`src/rtl/m_ram4_16.sv`:
```
// m_ram4_16: four-word, 16-bit register bank (RAM4).
// Four registers hold the words. A write-enable decode steers i_in into
// exactly one of them. A 4-way read mux selects the word at i_address onto
// o_out. The four stored words are also exported as taps, so a parent
// (RAM16/RAM64) or a checker can observe the whole bank without addressing it.
module m_ram4_16 #(
  parameter int WIDTH = 16,
  parameter int DEPTH = 4
) (
  input  logic             i_clk,
  input  logic             i_reset,
  input  logic [WIDTH-1:0] i_in,
  input  logic             i_load,
  input  logic [1:0]       i_address,
  output logic [WIDTH-1:0] o_out,
  output logic [WIDTH-1:0] o_word0,
  output logic [WIDTH-1:0] o_word1,
  output logic [WIDTH-1:0] o_word2,
  output logic [WIDTH-1:0] o_word3
);

  // Storage: one register per word.
  logic [WIDTH-1:0] word_q [DEPTH];

  // One-hot write enables, at most one bit set per cycle.
  logic [DEPTH-1:0] word_we;

  // First mux stage: pick inside each pair, driven by address bit 0.
  logic [WIDTH-1:0] pair_lo;
  logic [WIDTH-1:0] pair_hi;

  // Decode i_address into a one-hot write enable, gated by i_load.
  always_comb begin
    word_we = '0;
    if (i_load) begin
      unique case (i_address)
        2'd0:    word_we = 4'b0001;
        2'd1:    word_we = 4'b0010;
        2'd2:    word_we = 4'b0100;
        default: word_we = 4'b1000;
      endcase
    end
  end

  // Register update: reset clears the bank and overrides any write in the same
  // cycle. Otherwise only the enabled word loads and the rest hold.
  always_ff @(posedge i_clk) begin
    if (i_reset) begin
      for (int i = 0; i < DEPTH; i++) begin
        word_q[i] <= '0;
      end
    end else begin
      for (int i = 0; i < DEPTH; i++) begin
        if (word_we[i]) begin
          word_q[i] <= i_in;
        end
      end
    end
  end

  // Read mux, first stage: address bit 0 picks within (word0, word1) and
  // within (word2, word3).
  always_comb begin
    pair_lo = i_address[0] ? word_q[1] : word_q[0];
    pair_hi = i_address[0] ? word_q[3] : word_q[2];
  end

  // Read mux, second stage: address bit 1 picks between the pairs. The mux
  // reads register state only, so a same-address write shows the old word
  // until the edge.
  always_comb begin
    o_out = i_address[1] ? pair_hi : pair_lo;
  end

  // Taps expose the registers directly and do not depend on the address.
  always_comb begin
    o_word0 = word_q[0];
    o_word1 = word_q[1];
    o_word2 = word_q[2];
    o_word3 = word_q[3];
  end

endmodule

```
`config.mk`:
```
export PLATFORM = sky130hd
export DESIGN_NAME = m_ram4_16
export DESIGN_NICKNAME = d
export VERILOG_FILES = /design/src/rtl/m_ram4_16.sv
export SDC_FILE = /design/constraint.sdc
export NUM_CORES = 1
export LEC_CHECK = 0
export CORE_ASPECT_RATIO = 2
export CORE_MARGIN = 3
export CORE_UTILIZATION = 40
export DETAILED_ROUTE_END_ITERATION = 16
export MAX_ROUTING_LAYER = met4
export PLACE_DENSITY = 0.75
export SYNTH_ARGS = -nofsm -noshare
export SYNTH_HDL_FRONTEND = slang
export SYNTH_SLANG_ARGS = --single-unit
```
`constraint.sdc`:
```
create_clock -name i_clk -period 1.87 [get_ports i_clk]
set_clock_uncertainty 0.1 [all_clocks]
set_input_delay 0.187 -clock i_clk [delete_from_list [all_inputs] [get_ports i_clk]]
set_output_delay 0.187 -clock i_clk [all_outputs]
set_load 0.01 [all_outputs]
```
==> summary.md, run 1 <==
| Metric | Value |
|---|---|
| Crit path max-delay cell type | mux4_1 |
| Ports | 101 |
| # Max-Cap Violations | 0 |
| H-Tree Depth | 3 |
| CTS sink cnt | 64 |
| Detailed Route WL | 7.78 mm |
| Biggest register | word_q |
| Max reg flops | 64 |
| Number of remaining DRC errors | 0 |
| RSZ-0062 raised after global routing | false |
| Hold WC Path Type | input port to register |
| Area leader, netlist | edfxtp_1 |
| Setup Viol. Count Final | 0 |
| Clock Pin Slew Worst Setup and Hold Paths | 0.05 ns |
| Die Height | 125 µm |
| Final instance area | 4380 µm² |
| CTS tree | yes |
| Pleak | 1.61 nW |
| Share of layout cells above drive strength 1 | 0.175 |
| Initial antenna violation count | 0 |
| Final worst-path cycle share | 0.980 |
| Final #Nets | 325 |
| Cts bufs inserted | 9 |
| Syn nets | 205 |
| Final Max Tran Viols | 0 |
| Global-route wire length before repair | 11.8 mm |
| Share of the synthesized area in the top cell type | 0.678 |
| Peak supply drop | 902 µV |
| CTS max path bufs | 2 |
| DP HPWL | 5.61 mm |
| Routed Antenna Nets | 0 |
| DR WL/cell | 19.6 µm |
| I/O Buffers | 100 |
| Setup slack after layout | 0.0375 ns |
| Antenna Cells | 0 |
| Crit-path max FO | 2 |
| Core area | 6730 µm² |
| Worst slew pin tran | 0.337 ns |
| Max Fclk | 546 MHz |
| Sequential cell area fraction in the yosys report | 0.678 |
| Worst EP required | 1.58 ns |
| Synth area leaders | edfxtp_1, nor2_1, mux4_2 |
| CP Data Arrival Time | 1.55 ns |
| Vias | 2024 |
| Largest net degree at the start of global routing | 18 |
| Drt first-iter violations | 82 |
| Gpl congestion | 0.867 |
| Synth unique cells | 14 |
| Synthesized netlist cell count | 184 |
| Seq cells post-synth | 64 |
| Crit path kind | register to output port |
| Biggest regs | word_q x64 |
| Post-Place Cell Area | 4060 µm² |
| GRT Residual Overflow | 0 |
| Commonest non-fill, non-tap cell in the layout | clkdlybuf4s50_1 |
| Detailed Routing Iterations Pass 1 | 4 |
| Die Width | 65.5 µm |
| Max-slew headroom | 0.775 |
| GRT Overall Usage | 0.207 |
| PwrDens | 973 nW/µm² |
| Die Area | 8190 µm² |
| Initial Utilization | 0.421 |
| Pre-CTS worst setup slack | -0.417 ns |
| Status | complete, no violations |
| Final Critical Period | 1.83 ns |
| Critical-path cell list | mux4_1 > dlygate4sd2_1 |
| Total power | 4.26 mW |
| Max stage delay on crit path | 0.51 ns |
| Critical Path Start Type | register |
| Most frequent cells in the layout | clkdlybuf4s50_1, nor2_1, edfxtp_1 |
| Drt via density | 5.10 |
| P&R area growth vs syn | 54.6% |
| Post-Syn Area per Cell | 15.4 µm² |
| Row count | 42 |
| Final hold vios | 0 |
| Post-Syn Area | 2830 µm² |
| Yosys Warn Count | 0 |
| Vias in the first global route | 2180 |
| CP Capture Type | output port |
| CTS Root Cell | clkbuf_16 |
## logic make-up after synthesis
logic type | share of synthesized area
simple gates | 0.136
mux | 0.136
compound gates | 0.0106
flops | 0.678
buf+inv | 0.0389
## per-layer routing
layer	track usage	wire, µm	part of all wire	vias up
li1	-	-	-	925
met1	0.209	2560	0.33	987
met2	0.358	4570	0.59	100
met3	0.0440	448	0.058	12
met4	0.119	200	0.026	0
met5	-	0	0	-
## synth_stat cells, drive strengths merged
cell type	instances
or2	1
o21bai	4
nand2	1
nor2	64
inv	1
nand2b	2
mux4	16
buf	13
edfxtp	64
clkbuf	2
nand3b	16
## per-stage QoR
step / utilization / cells / hold WS, ns / setup TNS [ns]
floorplan: - / 184 / 0.396 / -2.51
global placement: 0.604 / 380 / 0.846 / -7.16
detailed placement: 0.604 / 380 / 0.856 / -8.79
CTS: 0.652 / 397 / 0.510 / 0
global route: 0.651 / 397 / 0.535 / 0
finish: 0.651 / 397 / 0.522 / 0
## where the power goes
part	total (mW)	leakage (nW)	internal [mW]	switching [mW]
clock network	1.86	0.161	1.29	0.570
registers	1.75	0.630	1.69	0.0570
logic	0.656	0.815	0.371	0.285
## final cells by class
cell class	instances	area (µm²)
clock inverters	7	110
flip-flops and latches	64	1920
clock buffers	9	225
repair buffers	124	1200
fillers	522	2340
well taps	88	110
inverters	1	3.75
multi-input cells	104	810
## path summary, 6_finish.rpt
| kind | cells after the start | from | to | slack [ns] |
|---|---|---|---|---|
| setup / recovery | 2 | word_q[2][4] | o_out[4] | 0.04 |
| hold / removal | 3 | i_in[3] | word_q[3][3] | 0.52 |
## critical path, delay by kind of cell, from the launching register on
| family | cells | cell delay, ns |
|---|---|---|
| buffers and inverters | 1 | 0.30 |
| flip-flops | 1 | 0.41 |
| multiplexers | 1 | 0.51 |
## timing repair
item                                    CTS  global route
endpoints found under the setup margin   16             1
hold buffers                              0             0
resized for setup                        19             1
buffers inserted                          1             0
cloned                                    0             0
Note: power is estimated with default switching activity, not from simulation.
==> run 2, diff against run 1 <==
--- a/config.mk
+++ b/config.mk
@@ -11,6 +11,7 @@
 export DETAILED_ROUTE_END_ITERATION = 16
 export MAX_ROUTING_LAYER = met4
 export PLACE_DENSITY = 0.75
+export SLEW_MARGIN = 20
 export SYNTH_ARGS = -nofsm -noshare
 export SYNTH_HDL_FRONTEND = slang
 export SYNTH_SLANG_ARGS = --single-unit
==> results of run 2 <==
No change in the layout: final DEF, timing and power equal those of run 1.
==> run 3, diff against run 2 <==
--- a/config.mk
+++ b/config.mk
@@ -9,6 +9,7 @@
 export CORE_MARGIN = 3
 export CORE_UTILIZATION = 40
 export DETAILED_ROUTE_END_ITERATION = 16
+export GPL_ROUTABILITY_DRIVEN = 0
 export MAX_ROUTING_LAYER = met4
 export PLACE_DENSITY = 0.75
 export SLEW_MARGIN = 20
==> constraint.sdc (replaced) <==
create_clock -name i_clk -period 1.5 [get_ports i_clk]
set_clock_uncertainty 0.1 [all_clocks]
set_input_delay 0.15 -clock i_clk [delete_from_list [all_inputs] [get_ports i_clk]]
set_output_delay 0.15 -clock i_clk [all_outputs]
set_load 0.01 [all_outputs]
==> summary.md, run 3 (synthesized netlist as in run 1, its figures left out) <==
| Metric | Value |
|---|---|
| Biggest regs | word_q x64 (unchanged) |
| Commonest non-fill, non-tap cell in the layout | buf_4 (was clkdlybuf4s50_1) |
| Detailed Route WL | 9.38 mm (was 7.78 mm) |
| GRT Overall Usage | 0.248 (was 0.207) |
| Die Height | 125 µm (unchanged) |
| Vias in the first global route | 2524 (was 2180) |
| Setup slack after layout | -0.143 ns (was 0.0375 ns) |
| CTS sink cnt | 64 (unchanged) |
| Initial antenna violation count | 0 (unchanged) |
| Vias | 2362 (was 2024) |
| Row count | 42 (unchanged) |
| Die Area | 8190 µm² (unchanged) |
| Clock share of power | 0.463 (was 0.436) |
| CP Capture Type | output port (unchanged) |
| RSZ-0062 raised after global routing | true (was false) |
| NetSw | 1.26 mW (was 0.912 mW) |
| CTS Root Cell | clkbuf_16 (unchanged) |
| Final worst-path cycle share | 1.10 |
| Crit path max-delay cell type | mux4_2 (was mux4_1) |
| Die Width | 65.5 µm (unchanged) |
| Max-slew headroom | 0.800 (was 0.775) |
| Status | finished with violations (was complete, no violations) |
| Hold WC Path Type | input port to register (unchanged) |
| Most frequent cells in the layout | buf_4, nor2_1, edfxtp_1 (was clkdlybuf4s50_1, nor2_1, edfxtp_1) |
| Largest net degree at the start of global routing | 17 (was 18) |
| # Max-Cap Violations | 0 (unchanged) |
| Crit-path max FO | 2 (unchanged) |
| I/O Buffers | 100 (unchanged) |
| Fin Setup TNS | -1.77 ns (was 0 ns) |
| Ports | 101 (unchanged) |
| Global-route wire length before repair | 14.0 mm (was 11.8 mm) |
| CTS tree | yes (unchanged) |
| Max Fclk | 608 MHz |
| Number of remaining DRC errors | 0 (unchanged) |
| Final hold vios | 0 (unchanged) |
| Drt first-iter violations | 114 (was 82) |
| GRT Residual Overflow | 0 (unchanged) |
| Failing checks | negative setup slack |
| Setup Viol. Count Final | 16 (was 0) |
| Peak supply drop | 1180 µV (was 902 µV) |
| Worst slew pin tran | 0.299 ns (was 0.337 ns) |
| Detailed Routing Iterations Pass 1 | 4 (unchanged) |
| Worst EP required | 1.25 ns (was 1.58 ns) |
| Final #Nets | 394 (was 325) |
| PwrDens | 1210 nW/µm² (was 973 nW/µm²) |
| DR WL/cell | 20.1 µm (was 19.6 µm) |
| Crit path kind | register to output port (unchanged) |
| Final Critical Period | 1.64 ns |
| Pleak | 2.07 nW (was 1.61 nW) |
| Routed Antenna Nets | 0 (unchanged) |
| Initial Utilization | 0.421 (unchanged) |
| Share of layout cells above drive strength 1 | 0.426 (was 0.175) |
| CTS max path bufs | 2 (unchanged) |
| Worst Path Buf+Inv | 1 (unchanged) |
| Critical Path Start Type | register (unchanged) |
| CP Data Arrival Time | 1.39 ns (was 1.55 ns) |
| Pre-CTS worst setup slack | -0.703 ns (was -0.417 ns) |
| Core area | 6730 µm² (unchanged) |
| Critical-path cell list | mux4_2 > buf_2 (was mux4_1 > dlygate4sd2_1) |
| H-Tree Depth | 3 (unchanged) |
| Post-layout util | 0.724 (was 0.651) |
| Drt via density | 5.07 (was 5.10) |
| DP HPWL | 6.25 mm (was 5.61 mm) |
| Clock Pin Slew Worst Setup and Hold Paths | 0.05 ns (about the same) |
| Final Max Tran Viols | 0 (unchanged) |
| Biggest register | word_q (unchanged) |
| Top delay family on crit path | multiplexers (unchanged) |
| Comb pwr share | 0.166 (was 0.154) |
| Switch share | 0.214 (about the same) |
| Cts bufs inserted | 9 (unchanged) |
| Max reg flops | 64 (unchanged) |
| Max stage delay on crit path | 0.48 ns (was 0.51 ns) |
| P_int | 4.64 mW (was 3.35 mW) |
| Flop pwr share | 0.371 (was 0.411) |
| Hold_ws | 0.473 ns (was 0.522 ns) |
| Antenna Cells | 0 (unchanged) |
| P&R area growth vs syn | 71.7% (was 54.6%) |
[run 3: cell types whose count changed in the layout (fill, tap and decap cells not counted), sizes merged]
cell | before | now
dlygate4sd2 | 17 | 43
clkbuf | 9 | 15
clkdlybuf4s15 | 0 | 4
clkinv | 3 | 2
buf | 24 | 117
clkdlybuf4s50 | 83 | 20
bufinv | 3 | 5
dlymetal6s2s | 0 | 3
clkinvlp | 1 | 0
[run 3: area by class of cell]
cell class                 instances  area (µm²)
inverter                           1        3.75
tap                               88         110
multi-input combinational        104         798
fill                             499        1860
clock buffer                       9         225
sequential                        64        1920
timing repair buffer             193        1640
clock inverter                     7         168
[run 3: power by group through the flow]
stage               clock, mW  sequential (mW)  combinational, mW
finish                   2.73             2.19              0.979
global route             2.82             2.21               1.03
global placement            0             2.22              0.974
detailed placement          0             2.23               1.00
floorplan                   0             2.27              0.266
CTS                      2.74             2.19              0.940
[run 3: metrics by stage]
stage,cell area [µm²],cells,power [mW]
2_1_floorplan,2860,184,2.53
3_3_place_gp,4440,431,3.20
3_5_place_dp,4440,431,3.23
4_1_cts,4810,459,5.87
5_1_grt,4870,466,6.06
6_report,4870,466,5.90
[run 3: worst paths after layout]
check / from / end / slack (ns) / cells past startpoint
max: word_q[3][2] / o_out[2] / -0.14 / 2
min: i_in[3] / word_q[3][3] / 0.47 / 3
[run 3: routing by layer]
layer | wire, µm | GRT usage
met5 | 0 | -
met4 | 344 | 0.136
met3 | 480 | 0.0494
met2 | 5640 | 0.450
met1 | 2910 | 0.233
[run 3: repair_timing]
item	in CTS	in global routing
cloned	1	0
setup endpoints to repair	84	43
gates resized for setup	151	25
hold buffers	0	0
buffers inserted	11	7
